$ cat config.mk
export PLATFORM = sky130hd
export DESIGN_NAME = fetch_cycle_sequencer
export DESIGN_NICKNAME = d
export VERILOG_FILES = /design/src/rtl/fetch_cycle_sequencer.sv
export SDC_FILE = /design/constraint.sdc
export NUM_CORES = 1
export LEC_CHECK = 0
export CAP_MARGIN = 5
export CORE_MARGIN = 5
export CORE_UTILIZATION = 35
export DETAILED_ROUTE_END_ITERATION = 8
export PLACE_DENSITY_LB_ADDON = 0.1
export SETUP_SLACK_MARGIN = 0.1
export SLEW_MARGIN = 20
export SYNTH_ARGS = -nofsm -noshare
export SYNTH_HDL_FRONTEND = slang
export SYNTH_SLANG_ARGS = --single-unit
$ cat constraint.sdc
create_clock -name clk_2 -period 2 [get_ports clk_2]
set_input_delay 0.2 -clock clk_2 [delete_from_list [all_inputs] [get_ports clk_2]]
set_output_delay 0.2 -clock clk_2 [all_outputs]
set_load 0.1 [all_outputs]
$ cat src/rtl/fetch_cycle_sequencer.sv
// Eight-phase fetch sequencer for the 4-bit CPU: drives PC nibbles, captures the
// opcode byte, strobes execute, and applies jump/call/return at cycle end.
module fetch_cycle_sequencer #(
  parameter int ADDR_WIDTH  = 12,
  parameter int STACK_DEPTH = 3
) (
  input  logic                  clk_2,
  input  logic                  reset,
  input  logic                  stall,
  input  logic [3:0]            bus_in,
  input  logic                  jump_req,
  input  logic                  call_req,
  input  logic                  ret_req,
  input  logic [ADDR_WIDTH-1:0] jump_addr,
  output logic [3:0]            bus_out,
  output logic                  bus_oe,
  output logic                  sync,
  output logic [2:0]            phase,
  output logic [7:0]            instruction,
  output logic                  exec_strobe,
  output logic [ADDR_WIDTH-1:0] pc
);

  localparam int SP_W = (STACK_DEPTH > 1) ? $clog2(STACK_DEPTH) : 1;
  localparam logic [SP_W-1:0] SP_LAST = SP_W'(STACK_DEPTH - 1);

  typedef enum logic [2:0] {
    PH_A1 = 3'd0,
    PH_A2 = 3'd1,
    PH_A3 = 3'd2,
    PH_M1 = 3'd3,
    PH_M2 = 3'd4,
    PH_X1 = 3'd5,
    PH_X2 = 3'd6,
    PH_X3 = 3'd7
  } phase_t;

  phase_t                r_phase;
  logic [ADDR_WIDTH-1:0] r_pc;
  logic [ADDR_WIDTH-1:0] r_stack [STACK_DEPTH];
  logic [SP_W-1:0]       r_sp;
  logic [7:0]            r_instr;
  logic [SP_W-1:0]       w_sp_inc;
  logic [SP_W-1:0]       w_sp_dec;

  // Circular stack pointer neighbours; depth need not be a power of two
  always_comb begin
    w_sp_inc = (r_sp == SP_LAST) ? {SP_W{1'b0}} : r_sp + SP_W'(1);
    w_sp_dec = (r_sp == {SP_W{1'b0}}) ? SP_LAST : r_sp - SP_W'(1);
  end

  // Phase sequencer with PC, opcode capture and call stack; stall freezes all of it
  always_ff @(posedge clk_2 or negedge reset) begin
    if (!reset) begin
      r_phase <= PH_A1;
      r_pc    <= {ADDR_WIDTH{1'b0}};
      r_sp    <= {SP_W{1'b0}};
      r_instr <= 8'h00;
      for (int i = 0; i < STACK_DEPTH; i++) begin
        r_stack[i] <= {ADDR_WIDTH{1'b0}};
      end
    end else if (!stall) begin
      r_phase <= phase_t'(r_phase + 3'd1);
      case (r_phase)
        PH_A3: r_pc <= r_pc + ADDR_WIDTH'(1);
        PH_M1: r_instr[7:4] <= bus_in;
        PH_M2: r_instr[3:0] <= bus_in;
        PH_X3: begin
          // r_pc already holds the incremented return address here
          if (ret_req) begin
            r_sp <= w_sp_dec;
            r_pc <= r_stack[w_sp_dec];
          end else if (call_req) begin
            r_stack[r_sp] <= r_pc;
            r_sp          <= w_sp_inc;
            r_pc          <= jump_addr;
          end else if (jump_req) begin
            r_pc <= jump_addr;
          end else begin
            r_pc <= r_pc;
          end
        end
        default: r_pc <= r_pc;
      endcase
    end
  end

  // Output decode of the phase and PC registers
  always_comb begin
    bus_out     = 4'h0;
    bus_oe      = 1'b0;
    sync        = 1'b0;
    exec_strobe = 1'b0;
    case (r_phase)
      PH_A1: begin
        bus_out = r_pc[3:0];
        bus_oe  = 1'b1;
      end
      PH_A2: begin
        bus_out = r_pc[7:4];
        bus_oe  = 1'b1;
      end
      PH_A3: begin
        bus_out = r_pc[11:8];
        bus_oe  = 1'b1;
      end
      PH_X1:   exec_strobe = 1'b1;
      PH_X3:   sync = 1'b1;
      default: bus_out = 4'h0;
    endcase
  end

  assign phase       = r_phase;
  assign pc          = r_pc;
  assign instruction = r_instr;

endmodule

==> results list, run 1 <==
- Setup slack at placement: 10.3 ps
- Summed over all nets, the half-perimeter wirelength after detailed placement is 6620 um.
* Switching share of power: 0.506
- The longest clock path from root to sink contains 2 buffers.
* Final Instance Area: 0.00502 sq mm
- Number of design-rule violations left by the first detailed-router iteration: 66
- Worst-margin pin slew: 450 ps
* Clock-pin slew on the worst setup and hold paths: 80 ps
- Antenna violations before repair: 0
* NetSw: 4.06 mW
- After the flow finishes, the layout carries non-filler instances totaling 516.
- During synthesis, Yosys emitted a total of 0 warnings.
- Number of max-cap violations: 0
- Most repeated cell in the gate-level netlist after synthesis: dfrtp_1
- Syn nets: 329
* Violated checks: negative setup slack
* Remaining Overflow, GRT: 0
* Sequential cell fraction of total power: 0.249
- Master of the slowest instance on the critical path: dfrtp_4
- In this run the clock root is driven by a clkbuf_8.
- EDFF count, synth: 0
- Fraction of layout cells with a size suffix above 1: 0.507
- Synth Register Bits: 61
- Fill cells in the final layout number 898.
- Placed cell areas: 0.00433 sq mm
- The die is 109 um tall.
- The setup path with the least slack is of type flop to primary output.
- Of the total power, the clock network draws 0.155.
- The share of synthesized area in the top cell type comes to 0.441.
- The worst pin sits at a relative slew slack of 0.697.
- Data required time at the worst endpoint: 1800 ps
* All-layer global routing usage: 0.173
- Number of cells produced by synthesis: 295
- Cell taking the most area after synthesis: dfrtp_1
- Core region area: 0.00973 sq mm
- The average instance in the mapped netlist occupies 11.7 sq um.
- Together, buffers and inverters on the worst path number 2.
* First-pass iteration count of the detailed router: 4
* Wire length of the first global-routing pass: 15400 um
* Run status: complete, but fails checks
* Antenna Diode Count: 0
- The final max-slew violation count was 0.
- TritonCTS built the clock tree.
- The congestion estimate from routability-driven global placement came to 0.743.
- CP cell instances: ha_4, buf_6, and2b_2, a22oi_2, nand2_4, buf_12
- Setup violations remaining at the end of the flow were counted as 4.
* Via count: 2642
- Post-layout minimum cycle time: 2050 ps
- Biggest fanout along the worst timing path: 4
* Die area: 0.0120 sq mm
- P_leak: 2.33 nW
- Post-synthesis instance area: 0.00346 sq mm
- Most common flop cell mapped by yosys: dfrtp_1
- In the routed design, unresolved DRC markers number 0.
- Logic pwr share: 0.596
- # clock sinks: 61
- WL per Instance: 19.2 um
- The initial utilization of the core area, before any placement, comes to 0.356.
- Fraction of synthesis flops using an asynchronous set or reset pin: 1.00
* Worst EP arrival: 1850 ps
* Element type at the critical path end: primary output
- The worst-case IR drop observed on VDD is 1380 uV.
* Worst hold path class: input pin to asynchronous set/reset pin
- Internal power comes to 3.97 mW.
* Final net count: 412
- From left edge to right edge, the die measures 109 um.
* Yosys cell types: 51
- STA classifies the critical path startpoint as a flop.
- Power density over cell area: 1600 mW/mm^2
- Buffers on Ports: 51
- Share of the yosys chip area belonging to registers: 0.441
- Smallest setup slack after layout: -51.2 ps
- The number of global-route vias before repair is 2704.
- Pin placement for this block handled 52 I/O pins.
- After floorplanning, the core was divided into 36 placement rows.
- The H-tree was split into 3 levels.
* Clock buffer count from CTS: 9
* Pin count of the biggest net entering global routing: 34
* RSZ-0062 raised after global routing: yes
* Placed Cells incl. Taps: 481
- Kind of cell adding the most delay to the critical path: flip-flops
- Dividing the final minimum period by the clock period gives 1.03.
- The routed design has 9920 um of wire.
* Total power after layout: 8.04 mW
- Delay of the slowest critical-path stage: 520 ps
- Post-route worst hold slack: 282 ps
- The final count of hold timing violations is 0.
* Most instantiated cells after synthesis: dfrtp_1 (61), mux2_4 (30), mux2_2 (18), nand2_1 (18)
* Area added between synthesis and finish: 44.9%
- Clock skew after layout: 11.6 ps
- Static timing analysis puts the maximum clock frequency at 0.488 GHz.
- Antenna-violating nets left: 0
- Latest clock arrival within the worst-skew pair: 350 ps
- Cells taking the most area after synthesis: dfrtp_1 (44%), mux2_4 (13%), mux2_2 (5.9%), ha_1 (4.3%), mux2i_1 (3.2%)
- Using the TritonRoute via totals, the vias-per-cell ratio works out to 5.12.
[stage by stage]
step                TNS [ps]   util
finish                  -126  0.516
global route           -1170  0.516
CTS                     -151  0.499
detailed placement         0  0.445
global placement           0  0.445
floorplan             -10590      -
[layout by cell type (no fill, tap or decap), types with 4 or more instances in the layout]
cell | Yosys | final
o21ai_0 | 11 | 8
clkbuf_8 | 0 | 9
dfrtp_1 | 61 | 50
nand3_1 | 6 | 6
ha_4 | 0 | 5
nor2_1 | 12 | 9
nand2_4 | 0 | 6
dfrtp_2 | 0 | 8
nor3_1 | 7 | 6
nand2_1 | 18 | 13
o211a_1 | 5 | 5
clkdlybuf4s50_1 | 0 | 20
buf_4 | 1 | 46
inv_1 | 12 | 11
buf_6 | 5 | 10
a22oi_2 | 0 | 4
mux2i_1 | 11 | 10
ha_1 | 12 | 5
mux2_2 | 18 | 15
o21a_1 | 4 | 4
a32oi_1 | 5 | 5
buf_12 | 0 | 13
mux2_4 | 30 | 33
[worst reg2reg max path: cells and delay by family (launching register included)]
kind                       cells  cell delay (ps)
and+or+nand+nor                3              400
adders and majority gates      2              290
buffers and inverters          3              430
muxes                          1              290
DFF                            1              470
[per-layer routing]
| layer | wire [um] | share of wire | track usage | up-vias |
|---|---|---|---|---|
| met3 | 521 | 0.053 | 0.0482 | 7 |
| met2 | 4840 | 0.49 | 0.279 | 63 |
| li1 | - | - | - | 1249 |
| met1 | 4460 | 0.45 | 0.229 | 1323 |
| met4 | 100 | 0.010 | 0.0472 | 0 |
| met5 | 0 | 0 | 0 | - |
[power by group through the flow]
stage / clock network (mW) / registers [mW] / logic [mW]
final: 1.25 / 2.00 / 4.79
after detailed placement: 0 / 1.98 / 4.26
after global routing: 1.33 / 2.06 / 5.03
after floorplan: 0 / 3.24 / 1.79
after CTS: 1.27 / 1.97 / 4.61
after global placement: 0 / 1.97 / 4.24
[cells by family after synthesis]
kind of cell / Yosys count / share of synthesized area
AOI/OAI and AO/OA: 54 / 0.117
xor gates and xnor gates: 1 / 0.00253
adders and majority gates: 12 / 0.0434
buffers and inverters: 34 / 0.0517
DFF: 61 / 0.441
muxes: 59 / 0.220
and+or+nand+nor: 74 / 0.124
[repair_timing]
action                                  CTS  global route
hold buffers                              1             0
gates cloned                              4             1
gates resized for setup                  31            34
setup buffers                            10             5
endpoints found under the setup margin   36            54
pin swaps                                14            13
endpoints found under the hold margin    12             0
[worst paths after layout]
path | startpoint | end | slack, ps | cells past startpoint
max | phase[1]$_DFFE_PN0N_ | bus_out[0] | -50 | 6
min | reset | r_stack[21]$_DFFE_PN0P_ | 280 | 2
max reg2reg | phase[1]$_DFFE_PN0N_ | r_stack[10]$_DFFE_PN0P_ | 0 | 9
min reg2reg | r_stack[12]$_DFFE_PN0P_ | r_stack[12]$_DFFE_PN0P_ | 500 | 1
max in group asynchronous | reset | pc[4]$_DFFE_PN0P_ | 1130 | 3
min in group clk_2 | bus_in[2] | instruction[2]$_DFFE_PN0P_ | 480 | 2
[sequential cells by signal, indices dropped and copies added, names as in the netlist]
| signal | cells |
|---|---|
| r_sp | 2 |
| instruction | 8 |
| pc | 12 |
| phase | 3 |
| r_stack | 36 |
[cell type report]
type	instances	area, sq um	share of cell area
repair buffers	94	1020	0.203
well taps	133	166	0.0332
flip-flops and latches	61	1550	0.309
inverters	12	45.0	0.00898
multi-input cells	200	2030	0.404
clock buffers	10	128	0.0254
clock inverters	6	87.6	0.0175
Power figures use the tool's default switching activity.
==> run 2: changes to the inputs <==
--- a/config.mk
+++ b/config.mk
@@ -15,3 +15,4 @@
 export SYNTH_ARGS = -nofsm -noshare
 export SYNTH_HDL_FRONTEND = slang
 export SYNTH_SLANG_ARGS = --single-unit
+export TNS_END_PERCENT = 50
==> run 2 against run 1 <==
Effect of this change:
- the flow still finishes with violations (negative setup slack)
- final cell count shrank 0.78%
- power grew 0.22%
- utilization shrank 1.4 points
- routed wire length shrank 3.0%
- sequential power is essentially flat
- first-iteration DRC count grew 79%
- combinational power shrank 3%
- die area is the same
- critical path type unchanged
- critical endpoint is now bus_out[2]
- largest power group unchanged
- highest routed layer unchanged
==> results list, run 2 (synthesis gave the netlist of run 1 again) <==
- Deepest clock path buffer count: 2
- Fill cells in the final layout number 924.
- Data required time at the worst endpoint: 1800 ps
- Number of placed I/O pins: 52
* Worst hold path class: input pin to asynchronous set/reset pin
- For this configuration, the core starts out at a cell density of 0.356.
- After the flow finishes, the layout carries non-filler instances totaling 512.
* NetSw: 3.97 mW
* Element type at the critical path end: primary output
* Final Instance Area: 0.00488 sq mm
- Measured on the finished design, the core utilization comes to 0.502.
* Most used cells in the layout excluding fill and tap cells: dfrtp_1 (57), buf_4 (47), mux2_4 (32)
* WL per Instance: 18.8 um
- Final setup vio count: 1
- Max-cap violations in this run came to 0.
- Placed wire-length estimate: 6470 um
* Final weighted congestion in routability-driven placement: 0.761
- Die area: 0.0120 sq mm
- All-layer global routing usage: 0.164
- TritonCTS built the clock tree.
* Post-route fraction of the period consumed by the critical path: 1.00
* Final hold vios: 0
* P_int: 4.09 mW
- Antenna Diode Count: 0
- Wire length of the first global-routing pass: 14900 um
- The critical path goes through ha_4, buf_6, and2b_2, a22oi_2, nand2_2, buf_12.
* Latest clock arrival within the worst-skew pair: 350 ps
- Of the total power, the share spent switching nets is 0.492.
* Core region area: 0.00973 sq mm
* Final number of max-transition violations: 0
- The die is 109 um tall.
- After the first detailed-routing iteration, the DRC count stood at 118.
* Placed cell areas: 0.00432 sq mm
- Area of the multi-input gates: 0.00194 sq mm
* First-pass iteration count of the detailed router: 6
* Number of flip-flops under the largest register name: 36
- The final layout contains routed wiring with a total length of 9620 um.
* Clock buffer count from CTS: 9
- Post-route worst hold slack: 394 ps
- In this design, the stage delay of the slowest critical-path cell is 510 ps.
- For the finished layout, the period the worst path requires is 2000 ps.
- Violated checks: negative setup slack
- Power spread over the standard cell area amounts to 1650 mW/mm^2.
- Area added between synthesis and finish: 40.9%
- Setup slack on the critical path of the routed design comes to -2.41 ps.
- At the pin with the least slew margin, the transition time is 608 ps.
- Summed over all layers, the global routing overflow is 0.
- VDD sags by at most 1620 uV.
- The number of global-route vias before repair came to 2674.
- At the worst endpoint, the arrival time is 1800 ps.
* Placed Cells incl. Taps: 483
- The count of nets left with antenna violations once routing finished came out at 0.
* WS Path Type: flop to primary output
- Biggest fanout along the worst timing path: 4
* Worst slew margin relative to its limit: 0.594
* Via count: 2655
- After floorplanning, the core was divided into 36 placement rows.
* Sequential cell fraction of total power: 0.244
* CP Launch Type: flop
- The final layout contains 408 nets.
- Clock power share: 0.177
- Buffers placed on the I/O ports in this run total 51.
* # clock sinks: 61
* Reg-to-reg setup timing slack: 50 ps
- Clock skew after layout: 8.41 ps
- Most common cell after layout, fill and taps aside: dfrtp_1
- Of the total power, combinational logic draws 0.578.
* Total power after layout: 8.05 mW
- P_leak: 2.27 nW
- Max Clk Rate: 0.499 GHz
* Max H-tree Level: 3
- Entering global routing, the biggest net connects 25 pins.
- Antenna violations before repair: 0
- After detailed routing, the number of vias per cell comes to 5.19.
* Fraction of layout cells with a size suffix above 1: 0.467
- Run status: complete, but fails checks
* Largest reg by FF count: r_stack
* Sequential standard cell area: 0.00154 sq mm
- From left edge to right edge, the die measures 109 um.
* Master of the slowest instance on the critical path: dfrtp_4
* CTS root buf: clkbuf_8
- After detailed routing, the number of remaining DRC violations is 0.
- RSZ-0062 raised after global routing: yes
- After clock tree synthesis, the clock-pin slew on the worst setup and hold paths is 80 ps.
-- run 2: cell count changes in the layout (fill, tap and decap cells not counted), sizes merged --
cell / delta
clkinvlp: +1
clkbuf: +2
buf: -5
clkinv: -3
bufinv: +1
-- run 2: layout make-up --
| class | instances | share of cell area |
|---|---|---|
| Inverter | 12 | 0.00923 |
| Tap cell | 133 | 0.0341 |
| Multi-Input combinational cell | 200 | 0.397 |
| Clock buffer | 11 | 0.0310 |
| Clock inverter | 5 | 0.0218 |
| Timing Repair Buffer | 90 | 0.192 |
| Sequential cell | 61 | 0.315 |
-- run 2: layer usage --
metal	part of all wire	up-vias	wire [um]	global-route usage
met2	0.47	61	4540	0.257
li1	-	1239	-	-
met5	0	-	0	0
met3	0.046	14	442	0.0446
met4	0.016	0	153	0.0543
met1	0.47	1341	4490	0.220
-- run 2: path summary, 6_finish.rpt --
kind,from,endpoint,cells past startpoint
max,phase[1]$_DFFE_PN0N_,bus_out[2],6
min,reset,r_stack[10]$_DFFE_PN0P_,2
max reg2reg,phase[1]$_DFFE_PN0N_,r_stack[19]$_DFFE_PN0P_,8
min reg2reg,r_stack[23]$_DFFE_PN0P_,r_stack[23]$_DFFE_PN0P_,1
max in group asynchronous,reset,phase[0]$_DFFE_PN0N_,3
min in group clk_2,bus_in[3],instruction[3]$_DFFE_PN0P_,2
-- run 2: stage by stage --
step | setup WS (ps) | TNS, ps
final | -2.41 | -2.41
after global routing | -60.3 | -800
after CTS | -66.8 | -87.0
after detailed placement | 5.43 | 0
after global placement | 37.7 | 0
after floorplan | -297 | -11710
-- run 2: critical path: cells and delay by family (launching register included) --
| family | cells | cell delay, ps |
|---|---|---|
| DFF | 1 | 510 |
| and+or+nand+nor | 2 | 340 |
| buffers and inverters | 2 | 290 |
| adders and majority gates | 1 | 170 |
| AOI/OAI and AO/OA | 1 | 150 |
-- run 2: repair_timing --
action	in CTS	in global routing
cloned	0	2
buffers inserted	5	5
endpoints found under the setup margin	9	53
endpoints found under the hold margin	20	0
pin swaps	17	15
hold buffers	1	0
resized for setup	23	23
-- run 2: power groups by stage --
stage / logic (mW) / registers [mW] / clock network (mW)
detailed placement: 4.28 / 1.96 / 0
finish: 4.66 / 1.97 / 1.43
floorplan: 1.76 / 3.22 / 0
global placement: 4.27 / 1.95 / 0
CTS: 4.50 / 1.95 / 1.47
global route: 4.90 / 2.03 / 1.51
==> run 3: changes to the inputs <==
--- a/config.mk
+++ b/config.mk
@@ -5,6 +5,7 @@
 export SDC_FILE = /design/constraint.sdc
 export NUM_CORES = 1
 export LEC_CHECK = 0
+export ABC_AREA = 1
 export CAP_MARGIN = 5
 export CORE_MARGIN = 5
 export CORE_UTILIZATION = 35
==> run 3 against run 2 <==
Effect of this change:
- the flow now finishes without violations
- hold slack gained 41 ps
- sequential share of layout area grew 3.2 points
- routed wire length fell by 0.88%
- via count is 15% higher
- critical path depth decreased by 1
- critical path type unchanged
- die area shrank 2.8%
- highest routed layer unchanged
- synthesized cell count increased by 46%
- worst setup slack better by 150 ps
- flip-flop and latch count did not move
==> results list, run 3 <==
* Run status: finished, final reports clean
- The tool flagged a number of max-cap violations equal to 0.
- Wires add up to 9540 um.
- Max H-tree Level: 3
* Post-layout minimum cycle time: 1860 ps
* Die area: 0.0116 sq mm
- Latest clock arrival within the worst-skew pair: 340 ps
- Row generation in the floorplan step produced 35 rows.
- From left edge to right edge, the die measures 108 um.
- Post-route fraction of the period consumed by the critical path: 0.928
- Counting tap cells, the placed design contains a total of 611 instances.
- Wire length of the first global-routing pass: 15900 um
- WS Path Type: flop to primary output
* Fraction of layout cells with a size suffix above 1: 0.215
- The first TritonRoute pass finished after 4 iterations.
- Clock tree synthesis inserted a total of 9 buffers.
- In the routed design, unresolved DRC markers number 0.
- Measured on the finished design, the core utilization comes to 0.477.
- The worst pin sits at a relative slew slack of 0.477.
* Final instance count without filler cells: 631
- Compared with the post-synthesis result, the final layout area differs by 32.0%.
- Most instantiated cells after synthesis: nand2_1 (114), o21ai_0 (64), dfrtp_1 (61)
* Master of the slowest instance on the critical path: dfrtp_4
* CP Launch Type: flop
* Element type at the critical path end: primary output
* Largest reg by FF count: r_stack
- Most common cell after layout, fill and taps aside: nand2_1
- Synth Register Bits: 61
* Antenna violations before repair: 0
- WL per Instance: 15.1 um
- Of the synthesized area, sequential elements account for 0.455.
* Number of fillers in the final layout: 937
- Number of placed I/O pins: 52
- For this run, the total global-route usage over all layers was measured as 0.174.
- In this run the remaining antenna-violating nets after routing total 0.
* Register-to-Register Path Depth: 9
- Core region area: 0.00928 sq mm
- Detailed-route wire length on metal 1: 4590 um
- In this run, the number of DRC markers left after iteration 0 of detailed routing was 139.
- Initial Util: 0.361
- Cell taking the most area after synthesis: dfrtp_1
- The tightest hold path in the finished design has a slack of 435 ps.
- Max Clk Rate: 0.539 GHz
- EDFF count, synth: 0
* Most common flop cell mapped by yosys: dfrtp_1
- Worst EP arrival: 1660 ps
* # clock sinks: 61
- After synthesis, the share of flip-flops with an asynchronous set or reset is 1.00.
- Biggest fanout along the worst timing path: 5
- Met2 WL post-DR: 4360 um
- Number of flip-flops under the largest register name: 36
* Syn nets: 466
- Data on the critical path is required at its endpoint by 1800 ps.
- Detailed placement ended at an HPWL of 6940 um.
- Post-synthesis instance area: 0.00336 sq mm
- Worst hold path class: input pin to flop
- Worst-margin pin slew: 785 ps
- Clock tree from TritonCTS: done
- Final number of max-transition violations: 0
- The final layout contains 531 nets.
- Avg Inst Size Synth: 7.77 sq um
- Clock tree synthesis selected as its root buffer the cell clkbuf_8.
- The final count of hold timing violations was 0.
- Area of the multi-input gates: 0.00162 sq mm
- Vias per Instance: 4.83
* Most repeated cell in the gate-level netlist after synthesis: nand2_1
- Setup repair after global routing could not meet its margin everywhere.
- Pin count of the biggest net entering global routing: 32
* Cells taking the most area after synthesis: dfrtp_1 (45%), nand2_1 (13%), o21ai_0 (9.5%), nor2_1 (4.9%), ha_1 (4.5%)
* Die Ht: 108 um
- Via count of the first global-routing pass: 2984
- Remaining Overflow, GRT: 0
* WHS Path Cells: 3
* Via count: 3048
- Warnings, synthesis: 0
* Aggregate negative setup slack: 0 ps
- The congestion estimate from routability-driven global placement came to 0.815.
- CP cell instances: inv_4, ha_4, nand2_4, o211ai_1, clkbuf_16
* Most used cells in the layout excluding fill and tap cells: nand2_1 (114), o21ai_0 (63), dfrtp_1 (54)
* Clock-pin slew on the worst setup and hold paths: 70 ps
* Delay of the slowest critical-path stage: 500 ps
- Number of cells produced by synthesis: 432
- Deepest clock path buffer count: 2
- Summed over all nets, wire length on met3 after detailed routing comes to 478 um.
* Share of Yosys cell area claimed by the top area cell type: 0.455
- Final setup vio count: 0
- Clock skew after layout: 9.30 ps
* Buffers on Ports: 51
* Highest layer used for signal routing: met4
- In the final layout, flip-flops and latches occupy 0.00154 sq mm.
* Yosys cell types: 28
* Antenna Diode Count: 0
* Reg-to-reg setup timing slack: 210 ps
## run 3: changes by cell type after synthesis, moves of 6 or more
cell,change
inv_1,+24
nand2_1,+96
mux2_2,-18
mux2_4,-30
a21oi_1,+15
nand3_1,+18
nor2_1,+32
nor2_2,+6
nor3_1,-7
mux2i_1,-11
a21oi_2,+8
o21ai_0,+53
## run 3: path summary, 6_finish.rpt
check,startpoint,to
min in group asynchronous,reset,r_stack[25]$_DFFE_PN0P_
worst min-delay path,bus_in[3],instruction[3]$_DFFE_PN0P_
worst max register to register,phase[1]$_DFFE_PN0N_,pc[10]$_DFFE_PN0P_
worst min register to register,r_stack[24]$_DFFE_PN0P_,r_stack[24]$_DFFE_PN0P_
worst max-delay path,phase[0]$_DFFE_PN0N_,bus_out[1]
max in group asynchronous,reset,pc[10]$_DFFE_PN0P_
## run 3: cell families after synthesis
logic type / Yosys count / synth area share
compound gates: 100 / 0.163
xor+xnor: 3 / 0.00783
fa+ha+maj: 12 / 0.0447
buf+inv: 56 / 0.0749
flops: 61 / 0.455
simple gates: 200 / 0.255
## run 3: repair_timing
action | CTS | global route
hold endpoints to repair | 28 | 0
hold buffers | 1 | 0
buffers inserted | 1 | 2
resized for setup | 5 | 2
pin swaps | 4 | 2
endpoints found under the setup margin | 4 | 16
## run 3: final cells by class
cell class                 count  area share
inverter                      38      0.0339
multi-input combinational    315       0.366
timing repair buffer          72       0.166
clock buffer                   9      0.0280
clock inverter                 7      0.0223
sequential                    61       0.348
tap                          129      0.0364
## run 3: critical path, delay by kind of cell (launching register included)
kind                       cells  cell delay, ps
AOI/OAI and AO/OA              1             280
adders and majority gates      1             130
buffers and inverters          2             340
DFF                            1             500
and+or+nand+nor                1              60
## run 3: per-layer routing
| layer | GRT usage | vias to the layer above |
|---|---|---|
| met2 | 0.269 | 78 |
| met1 | 0.250 | 1436 |
| li1 | - | 1524 |
| met3 | 0.0324 | 10 |
| met5 | 0 | - |
| met4 | 0.0487 | 0 |
## run 3: metrics by stage
step	cell area [sq um]	setup slack, ps
3_5_place_dp	4140	152
3_3_place_gp	4140	153
5_1_grt	4430	62.0
2_1_floorplan	3390	-621
4_1_cts	4410	100
6_report	4430	143
Power of run 3 is left out: the tool's default activity adds up to more than one toggle a clock period on the data nets, which glitch-free logic cannot reach.
